===== src/rtl/axis_pcie_tlp_chan_mux.sv =====
// Merges several AFU->host TLP beat streams onto one registered output stream.
// Packets stay whole on the output; arbitration between packets is round-robin.
module axis_pcie_tlp_chan_mux #(
  parameter int NUM_CHANNELS  = 2,
  parameter int PAYLOAD_WIDTH = 256,
  parameter int HDR_WIDTH     = 128,
  parameter int IRQ_ID_WIDTH  = 8,
  localparam int CHAN_WIDTH   = (NUM_CHANNELS > 1) ? $clog2(NUM_CHANNELS) : 1
) (
  input  logic                                  clk,
  input  logic                                  rst_n,

  input  logic [NUM_CHANNELS-1:0]               in_tvalid,
  output logic [NUM_CHANNELS-1:0]               in_tready,
  input  logic [NUM_CHANNELS*HDR_WIDTH-1:0]     in_hdr,
  input  logic [NUM_CHANNELS*PAYLOAD_WIDTH-1:0] in_payload,
  input  logic [NUM_CHANNELS-1:0]               in_sop,
  input  logic [NUM_CHANNELS-1:0]               in_eop,
  input  logic [NUM_CHANNELS-1:0]               in_afu_irq,
  input  logic [NUM_CHANNELS*IRQ_ID_WIDTH-1:0]  in_irq_id,

  output logic                                  out_tvalid,
  input  logic                                  out_tready,
  output logic [HDR_WIDTH-1:0]                  out_hdr,
  output logic [PAYLOAD_WIDTH-1:0]              out_payload,
  output logic                                  out_sop,
  output logic                                  out_eop,
  output logic                                  out_afu_irq,
  output logic [IRQ_ID_WIDTH-1:0]               out_irq_id,
  output logic [CHAN_WIDTH-1:0]                 out_chan,

  output logic                                  proto_err
);

  localparam logic [CHAN_WIDTH-1:0] LAST_CHAN = CHAN_WIDTH'(NUM_CHANNELS - 1);

  typedef enum logic {
    ARB  = 1'b0,
    LOCK = 1'b1
  } state_t;

  state_t                  state_q, state_d;
  logic [CHAN_WIDTH-1:0]   lock_chan_q, lock_chan_d;
  logic [CHAN_WIDTH-1:0]   last_grant_q, last_grant_d;
  logic                    proto_err_d;

  logic                    ld;
  logic                    xfer;
  logic [CHAN_WIDTH-1:0]   sel;
  logic                    sel_valid;
  int                      rr_idx;

  logic [HDR_WIDTH-1:0]     sel_hdr;
  logic [PAYLOAD_WIDTH-1:0] sel_payload;
  logic                     sel_sop;
  logic                     sel_eop;
  logic                     sel_irq;
  logic [IRQ_ID_WIDTH-1:0]  sel_irq_id;

  // The output register may take a new beat when empty or being drained.
  assign ld   = !out_tvalid || out_tready;
  assign xfer = ld && sel_valid;

  // Open packet pins the grant; otherwise search round-robin after last_grant.
  always_comb begin
    sel       = lock_chan_q;
    sel_valid = 1'b0;
    rr_idx    = 0;
    if (state_q == LOCK) begin
      sel_valid = in_tvalid[lock_chan_q];
    end else begin
      for (int i = 0; i < NUM_CHANNELS; i++) begin
        rr_idx = int'(last_grant_q) + 1 + i;
        if (rr_idx >= NUM_CHANNELS) rr_idx = rr_idx - NUM_CHANNELS;
        if (!sel_valid && in_tvalid[CHAN_WIDTH'(rr_idx)]) begin
          sel       = CHAN_WIDTH'(rr_idx);
          sel_valid = 1'b1;
        end
      end
    end
  end

  always_comb begin
    sel_hdr     = '0;
    sel_payload = '0;
    sel_sop     = 1'b0;
    sel_eop     = 1'b0;
    sel_irq     = 1'b0;
    sel_irq_id  = '0;
    for (int c = 0; c < NUM_CHANNELS; c++) begin
      if (CHAN_WIDTH'(c) == sel) begin
        sel_hdr     = in_hdr[c*HDR_WIDTH +: HDR_WIDTH];
        sel_payload = in_payload[c*PAYLOAD_WIDTH +: PAYLOAD_WIDTH];
        sel_sop     = in_sop[c];
        sel_eop     = in_eop[c];
        sel_irq     = in_afu_irq[c];
        sel_irq_id  = in_irq_id[c*IRQ_ID_WIDTH +: IRQ_ID_WIDTH];
      end
    end
  end

  // Ready is gated by rst_n so nothing is offered while reset is asserted.
  always_comb begin
    in_tready = '0;
    if (rst_n && xfer) in_tready[sel] = 1'b1;
  end

  always_comb begin
    state_d      = state_q;
    lock_chan_d  = lock_chan_q;
    last_grant_d = last_grant_q;
    proto_err_d  = proto_err;
    if (xfer) begin
      if (sel_sop) last_grant_d = sel;
      case (state_q)
        ARB: begin
          if (!sel_sop) begin
            proto_err_d = 1'b1;
          end else if (!sel_eop) begin
            state_d     = LOCK;
            lock_chan_d = sel;
          end
        end
        LOCK: begin
          if (sel_sop) proto_err_d = 1'b1;
          if (sel_eop) state_d = ARB;
        end
        default: state_d = ARB;
      endcase
      // Interrupt messages must be carried in a single beat.
      if (sel_irq && !(sel_sop && sel_eop)) proto_err_d = 1'b1;
    end
  end

  always_ff @(posedge clk or negedge rst_n) begin
    if (!rst_n) begin
      state_q      <= ARB;
      lock_chan_q  <= '0;
      last_grant_q <= LAST_CHAN;
      proto_err    <= 1'b0;
    end else begin
      state_q      <= state_d;
      lock_chan_q  <= lock_chan_d;
      last_grant_q <= last_grant_d;
      proto_err    <= proto_err_d;
    end
  end

  // Output stage: data only moves on a load, so a stalled beat holds still.
  always_ff @(posedge clk or negedge rst_n) begin
    if (!rst_n) begin
      out_tvalid  <= 1'b0;
      out_hdr     <= '0;
      out_payload <= '0;
      out_sop     <= 1'b0;
      out_eop     <= 1'b0;
      out_afu_irq <= 1'b0;
      out_irq_id  <= '0;
      out_chan    <= '0;
    end else if (ld) begin
      out_tvalid <= sel_valid;
      if (sel_valid) begin
        out_hdr     <= sel_hdr;
        out_payload <= sel_payload;
        out_sop     <= sel_sop;
        out_eop     <= sel_eop;
        out_afu_irq <= sel_irq;
        out_irq_id  <= sel_irq_id;
        out_chan    <= sel;
      end
    end
  end

endmodule


===== config.mk =====
export PLATFORM = sky130hd
export DESIGN_NAME = axis_pcie_tlp_chan_mux
export DESIGN_NICKNAME = d
export VERILOG_FILES = /design/src/rtl/axis_pcie_tlp_chan_mux.sv
export SDC_FILE = /design/constraint.sdc
export NUM_CORES = 1
export LEC_CHECK = 0
export ABC_CLOCK_PERIOD_IN_PS = 2200
export CAP_MARGIN = 10
export CORE_AREA = 2 2 467 469
export CTS_CLUSTER_DIAMETER = 100
export DETAILED_ROUTE_END_ITERATION = 10
export DIE_AREA = 0 0 469 471
export SLEW_MARGIN = 10
export SYNTH_ARGS = -nofsm -noshare
export SYNTH_HDL_FRONTEND = slang
export SYNTH_SLANG_ARGS = --single-unit

===== constraint.sdc =====
create_clock -name clk -period 2.2 [get_ports clk]
set_clock_uncertainty 0.2 [all_clocks]
set_input_delay 0.55 -clock clk [delete_from_list [all_inputs] [get_ports clk]]
set_output_delay 0.55 -clock clk [all_outputs]
set_load 0.02 [all_outputs]

### Word level (Yosys, flattened, before mapping)

Index checks and enable logic that the tools add are counted.

| word-level totals | value |
|---|---|
| register bits after elaboration | 401 |
| bits of input ports | 795 |
| output and inout port bits | 400 |
| word-level logic and storage cells | 74 |

| cells by class | value |
|---|---|
| add/sub/neg operators | 4 |
| order comparisons | 7 |
| eq/ne operators | 2 |
| mux-type cells | 33 |
| bitwise logic cells | 2 |
| reduce and logical (&&, ||, !) cells | 14 |

Operators with widths:

| kind | number |
|---|---|
| $mux W256 | 1 |
| $mux W128 | 1 |
| $mux W1 | 26 |
| $mux W8 | 1 |
| $logic_and A1 B1 Y1 | 6 |
| $lt A1 B3 Y1 const B | 2 |
| $lt A1 B2 Y1 const B | 2 |
| $pmux W1 S2 | 2 |
| $reduce_and A2 Y1 | 2 |
| $reduce_and A4 Y1 | 1 |
| $add A2 B1 Y3 const B | 1 |
| $ge A3 B2 Y1 const B | 1 |
| $logic_not A1 Y1 | 3 |
| $ne A3 B1 Y1 const B | 1 |
| $ne A3 B3 Y1 const B | 1 |
| $reduce_and A3 Y1 | 1 |
| $add A1 B1 Y2 const B | 1 |
| $ge A2 B2 Y1 const B | 1 |
| $mux W2 | 1 |
| $not A1 Y1 | 2 |
| $sub A1 B1 Y1 const B | 2 |
| $demux W1 S1 | 1 |
| $ge A1 B1 Y1 const B | 1 |
| $logic_or A1 B1 Y1 | 1 |

### Logic depth before layout (Yosys ltp)

Gate-level depths: netlist of the first run.

| depth | value |
|---|---|
| depth in word-level cells | 19 |
| mapped depth | 8 |
| mapped depth without buffers | 4 |

### Least setup slack after synthesis of the first run

No wires, ideal clock.

| path | value |
|---|---|
| kind | input to output |
| start point | input in_tvalid[0] |
| end point | output in_tready[0] |
| arrival time | 1.717 ns |
| data required time | 1.450 ns |
| path slack | -0.267 ns |
| stages | 6 |
| path buffers | 3 |
| cells stage by stage | nor2b_2 > o21ai_0 > buf_4 > buf_4 > clkbuf_1 > and3_1 |

| between the ends | value |
|---|---|
| longest elaborated chain between the ends | 13 |
| elaborated cells on any way between the ends | 23 |
| those cells by class | 2 x order compare; 16 x mux; 5 x reduce/logical |

RTL lines:

| what | line | source |
|---|---|---|
| from (decl) | 13 | `input logic [NUM_CHANNELS-1:0] in_tvalid,` |
| $mux W1 (not written as such) (2 in a row) | 75 | `if (!sel_valid && in_tvalid[CHAN_WIDTH'(rr_idx)]) begin` |
| $mux W1 | 75 |  |
| $mux W1 | 69 | `if (state_q == LOCK) begin` |
| $logic_not A1 Y1 | 75 |  |
| $logic_and A1 B1 Y1 | 75 |  |
| $mux W1 | 75 |  |
| $mux W1 | 69 |  |
| $lt A1 B2 Y1 (not written as such) / $ge A1 B1 Y1 (equally long branches) | 105 | `if (rst_n && xfer) in_tready[sel] = 1'b1;` |
| $logic_and A1 B1 Y1 (not written as such) | 105 |  |
| $mux W1 (not written as such) | 105 |  |
| $demux W1 S1 | 105 |  |
| $mux W2 * | 105 |  |
| to (decl) | 14 | `output logic [NUM_CHANNELS-1:0] in_tready,` |

Mark *: on every way between the ends. The rest lies on a longest branch, timed or not. The select of a mux whose other input is x is not followed.

### Final worst setup path of the first run

| path | value |
|---|---|
| start point | register state_q |
| end point | output in_tready[0] |

| between the ends | value |
|---|---|
| longest elaborated chain between the ends | 6 |
| elaborated cells on any way between the ends | 10 |
| those cells by class | 2 x order compare; 5 x mux; 3 x reduce/logical |

RTL lines:

| what | line | source |
|---|---|---|
| from (decl) | 42 | `state_t state_q, state_d;` |
| from (signal assigned) | 142 | `state_q <= state_d;` |
| $mux W1 | 69 |  |
| $lt A1 B2 Y1 (not written as such) / $ge A1 B1 Y1 (equally long branches) | 105 |  |
| $logic_and A1 B1 Y1 (not written as such) | 105 |  |
| $mux W1 (not written as such) | 105 |  |
| $demux W1 S1 | 105 |  |
| $mux W2 * | 105 |  |

Mark *: on every way between the ends. The rest lies on a longest branch, timed or not.

==> impl_metrics.csv, run 1 <==
group,metric,value,unit
cells_and_area,nets,4344,
global_route,grt_pass1_wl,232,mm
floorplan,die_area,221000,um^2
status,outcome,"complete, but fails checks",
yosys,synth.distinct_cells,34,
worst_setup_path,critical_path.top_delay_family,"flip-flops",
yosys,async_reset_ff_share,100,%
drt,first_iter_violations,1497,
status,violations,"setup timing",
drt,dr_total_vias,24000,
yosys,synthFlopType,"dfrtp_1",
global_route,met1_usage,18.1,%
sta,slew_violations,0,
yosys,yosys-top-cells-count,"nand2_1 (788), dfrtp_1 (400), nor2_1 (396)",
sta,tightest_slew,820,ps
sta,final-hold-violation-count,0,
drt,ant_nets,0,
placed_design,io_buffers,1194,
yosys,syn_avg_cell_area,8.32,um^2
yosys,syn_area,18200,um^2
sta,rsz0062_at_grt,"yes",
cells_and_area,drive_above_1_share,32.5,%
floorplan,die_w,469,um
clock_network,tritoncts,"yes",
yosys,yosysMostFrequentCell,"nand2_1",
global_route,grt_max_degree,116,
yosys,synth_nets,2986,
worst_setup_path,arrival,2010,ps
worst_setup_path,r2r_setup_slack,-320,ps
cells_and_area,fin_util,19.8,%
yosys,synth_top_area_share,54.9,%
clock_network,clockRootBuffer,"clkbuf_16",
global_route,grt_use_met2,25.8,%
floorplan,start_util,8.43,%
yosys,yosysWarnings,0,
pwr,power.total,41700,uW
sta,setup_ws,-559,ps
clock_network,cts_buffers,54,
yosys,synth_largest_area_cell,"dfrtp_1",
worst_setup_path,timing.rr.start,"state_q",
placed_design,gp_congestion,0.945,
cells_and_area,area.growth.synth_to_final,135,%
pwr,vdd_ir_drop_max,0.588,mV
global_route,top_usage_layer,"met2",
yosys,synth_cells,2191,
yosys,netlist_top_cells_area,"dfrtp_1 (55%), nand2_1 (16%), a31oi_1 (13%)",
worst_setup_path,crit_type,"reg2out",
sta,fin_crit_sh,125,%
worst_setup_path,worst_r2r_path_depth,12,
clock_network,clkSinkCount,401,
pwr,leakagePower,0.0161,uW
drt,drt_wl_total,206,mm
drt,route.detailed.drc,0,
placed_design,dp.final_hpwl,154,mm
global_route,grt_pass1_vias,22600,
drt,routedWlPerCell,31.9,um
clock_network,worst_skew_pair.late_latency,680,ps
drt,vias_per_cell,3.70,
sta,whs,123,ps
clock_network,cts_max_level,2,
worst_setup_path,crit_top_cell,"buf_6",
worst_setup_path,crit_chain,"buf_6, and3_4, o21a_4, buf_6, and3_4, buf_6",
floorplan,fp.coreArea,216000,um^2
yosys,yosysSeqAreaShare,55.1,%
global_route,track_usage,16.2,%
floorplan,fp-row-count,171,
floorplan,io_pins,1195,
sta,layout_min_cycle_time,2760,ps
worst_setup_path,max_stage_delay,420,ps
worst_setup_path,path_buf_inv,3,
floorplan,fp.dieH,471,um
worst_setup_path,required,1450,ps
global_route,met3_usage,8.74,%
hold_path,hp-class,"in2async",
worst_setup_path,cp-start-kind,"register",
global_route,overflow,0,
pwr,powerDensity,974,nW/um^2
clock_network,path_clk_slew,60,ps
flow_run,drv_cap,0,
worst_setup_path,endpoint_kind,"output pin",
sta,setup_viol,395,
sta,max_freq,0.362,GHz
global_route,antenna_found_initial,134,
worst_setup_path,reg2reg_to,"out_payload[110]",
clock_network,clockBufferDepth,3,
worst_setup_path,crit_path_top_delay_cell,"dfrtp_1",
worst_setup_path,cp_max_fo,4,
yosys,synth_edf_count,0,
yosys,ys_ff_latch,401,
sta,max_slew_margin,45.3,%
drt,drtPass1Iterations,6,
==> cells in the final DEF, fill, tap and decap left out, types with 2 or more instances in the layout <==
master	n
clkdlybuf4s15_1	50
o21ai_4	2
inv_1	5
a31oi_1	265
dfrtp_1	398
buf_8	18
a21oi_1	2
buf_4	234
clkinv_2	10
buf_2	42
nor2_2	72
buf_6	42
buf_12	71
inv_6	9
o21ai_0	3
clkdlybuf4s50_1	793
buf_16	47
a31oi_2	65
nand2_1	787
dlygate4sd2_1	34
diode_2	33
and3_4	3
clkinvlp_4	4
clkbuf_16	110
a31oi_4	63
nor2_1	66
clkinv_4	2
o211ai_1	2
clkdlybuf4s15_2	90
clkbuf_8	8
nor2_4	258
clkbuf_1	7
o21ai_1	2
dfrtp_2	2
bufinv_16	4
==> power breakdown <==
part           switching (uW)  total, uW  leakage, uW  internal [uW]
Sequential               2130      11500      0.00450           9330
Combinational           12300      20900       0.0107           8560
Clock                    4040       9310     0.000884           5270
Total                   18500      41700       0.0161          23200
==> through the flow <==
stage	setup WS, ps	setup TNS, ps	std cells	area [um^2]
2_1_floorplan	-128	-247	2191	18200
3_3_place_gp	-912	-271510	6173	33600
3_5_place_dp	-975	-292130	6173	33600
4_1_cts	-644	-43640	6337	37000
5_1_grt	-632	-103310	6463	42800
6_report	-559	-82960	6479	42800
==> worst max path at each step <==
stage / start / endpoint / slack, ps / depth (start not counted)
global placement: in_tvalid[0] / out_payload[100] / -910 / 8
detailed placement: in_tvalid[0] / out_payload[92] / -970 / 8
floorplan: in_tvalid[0] / in_tready[1] / -130 / 6
CTS: state_q / in_tready[0] / -640 / 6
global route: state_q / in_tready[0] / -630 / 6
finish: state_q / in_tready[0] / -560 / 6
==> repair_timing <==
item / CTS / global route
endpoints found under the setup margin: 542 / 412
hold buffers: 1 / 0
buffers inserted: 38 / 38
pin swaps: 5 / 13
resized for setup: 764 / 835
endpoints found under the hold margin: 8 / 0
gates cloned: 29 / 81
==> cell families after synthesis <==
group	synth area share, %
flip-flops	55.1
AO/OA/AOI/OAI	14.3
multiplexers	0.178
buffers and inverters	5.79
AND/OR/NAND/NOR	24.7
==> state kept, by name (all words and copies together) (netlist names) <==
signal,cells
out_eop,1
out_hdr,128
state_q,1
out_afu_irq,1
out_irq_id,8
lock_chan_q,1
out_chan,1
out_tvalid,1
proto_err,1
out_payload,256
last_grant_q,1
out_sop,1
==> layer usage <==
layer | wire (um) | part of all wire, % | up-vias
li1 | - | - | 10200
met1 | 77300 | 37 | 11800
met2 | 92400 | 45 | 1560
met3 | 27300 | 13 | 416
met4 | 9120 | 4.4 | 52
met5 | 347 | 0.17 | -
==> final cells by class <==
cell class / count / area (um^2)
Timing Repair Buffer: 1479 / 16600
Clock inverter: 30 / 313
Inverter: 5 / 18.8
Fill cell: 23600 / 173000
Tap cell: 2854 / 3570
Clock buffer: 69 / 1490
Sequential cell: 401 / 10000
Antenna cell: 33 / 82.6
Multi-Input combinational cell: 1608 / 10700
==> tightest hold or removal path, cell delays in order <==
cell    delay, ps
buf_8         140
buf_4         260
buf_12        510
Note: power is estimated with default switching activity, not from simulation.
==> run 2: changes to the inputs <==
GPL_TIMING_DRIVEN = 0   (was unset)
==> run 2 against run 1 <==
The flow finishes with violations (hold timing, setup timing); register-to-register slack got worse by 70 ps; combinational power decreased by 11%; routed wire length fell by 2.2%; flip-flop and latch count did not move; setup slack worse by 200 ps; cell area decreased by 14%; non-clock buffer count shrank 48; via count fell by 2.2%; worst hold slack got worse by 140 ps; first-iteration DRC count grew 5.1%; clock-buffer cell count increased by 4; global-route usage up 1.3 points.
==> impl_metrics.csv, run 2 (synthesis gave the netlist of run 1 again) <==
group,metric,value,unit
status,outcome,"complete, but fails checks",
status,violations,"hold timing, setup timing",
floorplan,io_pins,1195,
floorplan,start_util,8.43,%
cells_and_area,fin_area,36800,um^2
sta,max_slew_margin,52.4,%
clock_network,path_clk_slew,70,ps
pwr,leakagePower,0.0145,uW
global_route,grt_max_degree,102,
cells_and_area,fin_util,17.0,%
global_route,antenna_found_initial,138,
sta,tightest_slew,709,ps
cells_and_area,nets,4295,
worst_setup_path,arrival,2210,ps
worst_setup_path,startpoint,"state_q",
pwr,powerDensity,1040,nW/um^2
global_route,grt_pass1_vias,23700,
sta,rsz0062_at_grt,"yes",
cells_and_area,drive_above_1_share,15.1,%
sta,layout_min_cycle_time,2960,ps
drt,ant_nets,0,
drt,route.detailed.drc,0,
floorplan,fp-row-count,171,
sta,slew_violations,0,
flow_run,drv_cap,0,
sta,final-hold-violation-count,1,
sta,whs,-11.7,ps
global_route,overflow,0,
cells_and_area,area.growth.synth_to_final,102,%
floorplan,fp.coreArea,216000,um^2
hold_path,hp-class,"in2async",
drt,drt_wl_total,202,mm
floorplan,die_w,469,um
placed_design,dp.final_hpwl,175,mm
global_route,grt_pass1_wl,248,mm
drt,vias_per_cell,3.65,
sta,setup_ws,-763,ps
sta,tns,-145410,ps
sta,setup_viol,586,
global_route,track_usage,17.5,%
clock_network,cts_buffers,53,
clock_network,worst_skew_pair.late_latency,690,ps
clock_network,clockBufferDepth,3,
pwr,vdd_ir_drop_max,0.590,mV
drt,first_iter_violations,1573,
placed_design,post-place-ws,-2030,ps
cells_and_area,fill_cells,24300,
worst_setup_path,endpoint_kind,"output pin",
clock_network,tritoncts,"yes",
drt,drtPass1Iterations,7,
worst_setup_path,cp-endpoint,"in_tready[1]",
clock_network,cts_max_level,2,
cells_and_area,largest-register,"out_payload",
worst_setup_path,cp_max_fo,6,
worst_setup_path,r2r_setup_slack,-390,ps
worst_setup_path,timing.rr.start,"state_q",
drt,dr_total_vias,23500,
floorplan,die_area,221000,um^2
drt,routedWlPerCell,31.4,um
placed_design,gp_congestion,1.01,
cells_and_area,layout_common_cells,"clkdlybuf4s50_1 (1000), nand2_1 (774), nor2_1 (396)",
clock_network,clkSinkCount,401,
worst_setup_path,cp-start-kind,"register",
placed_design,io_buffers,1194,
cells_and_area,reg_top3,"out_payload: 256 flops, out_hdr: 128 flops, out_irq_id: 8 flops",
worst_setup_path,required,1450,ps
cells_and_area,final_common_cell,"clkdlybuf4s50_1",
cells_and_area,largest_register_ffs,256,
worst_setup_path,crit_type,"reg2out",
floorplan,fp.dieH,471,um
placed_design,dpl-instance-area,33900,um^2
worst_setup_path,worst_r2r_path_depth,10,
clock_network,clockRootBuffer,"clkbuf_16",
sta,fin_crit_sh,135,%
sta,max_freq,0.337,GHz
worst_setup_path,reg2reg_to,"out_payload[44]",
-- run 2: where the power goes --
part,switching (uW),total (uW),internal (uW)
combinational,11500,18500,6990
clock,3840,9010,5160
sequential,1460,10800,9340
total,16800,38300,21500
-- run 2: stage by stage --
step,instances,total power [uW]
6_report,6431,38300
5_1_grt,6421,40300
4_1_cts,6386,39600
3_5_place_dp,6243,28800
3_3_place_gp,6239,28700
2_1_floorplan,2191,17100
-- run 2: worst min path at each step --
stage	to	slack, ps	depth (start not counted)
finish	out_hdr[87]	-10	5
CTS	out_payload[243]	-300	2
detailed placement	out_sop	290	1
floorplan	lock_chan_q	50	0
global placement	out_chan	280	2
global route	out_hdr[108]	5	5
-- run 2: repair_timing --
| item | CTS | global route |
|---|---|---|
| pin swaps | 20 | 4 |
| hold buffers | 7 | 2 |
| endpoints found under the setup margin | 797 | 767 |
| buffers inserted | 34 | 5 |
| hold endpoints to repair | 84 | 126 |
| gates cloned | 10 | 0 |
| gates resized for setup | 412 | 504 |
-- run 2: area by class of cell --
class                           instances  area (um^2)  share of cell area [%]
Buffer                                176         1820                    4.93
Tap cell                             2854         3570                    9.70
Antenna cell                           39         97.6                   0.265
Clock inverter                         20          216                   0.588
Timing Repair Buffer                 1255        12200                    33.2
Sequential cell                       401        10000                    27.3
Inverter                                5         18.8                  0.0510
Clock buffer                           73         1520                    4.13
Multi-Input combinational cell       1608         7320                    19.9
-- run 2: routing by layer --
metal	global-route usage [%]	vias to the layer above	wire [um]
met5	0	-	490
met4	7.26	58	10100
met3	10.3	437	32000
met2	27.6	1606	88400
met1	18.9	11400	70900
li1	-	10000	-
-- run 2: critical path, stage by stage, from the launching register on --
cell and delay (ps):
dfrtp_1 380, buf_6 140, or3b_4 400, o21ai_4 80, buf_12 120, buf_12 90, and3_4 180, buf_6 130
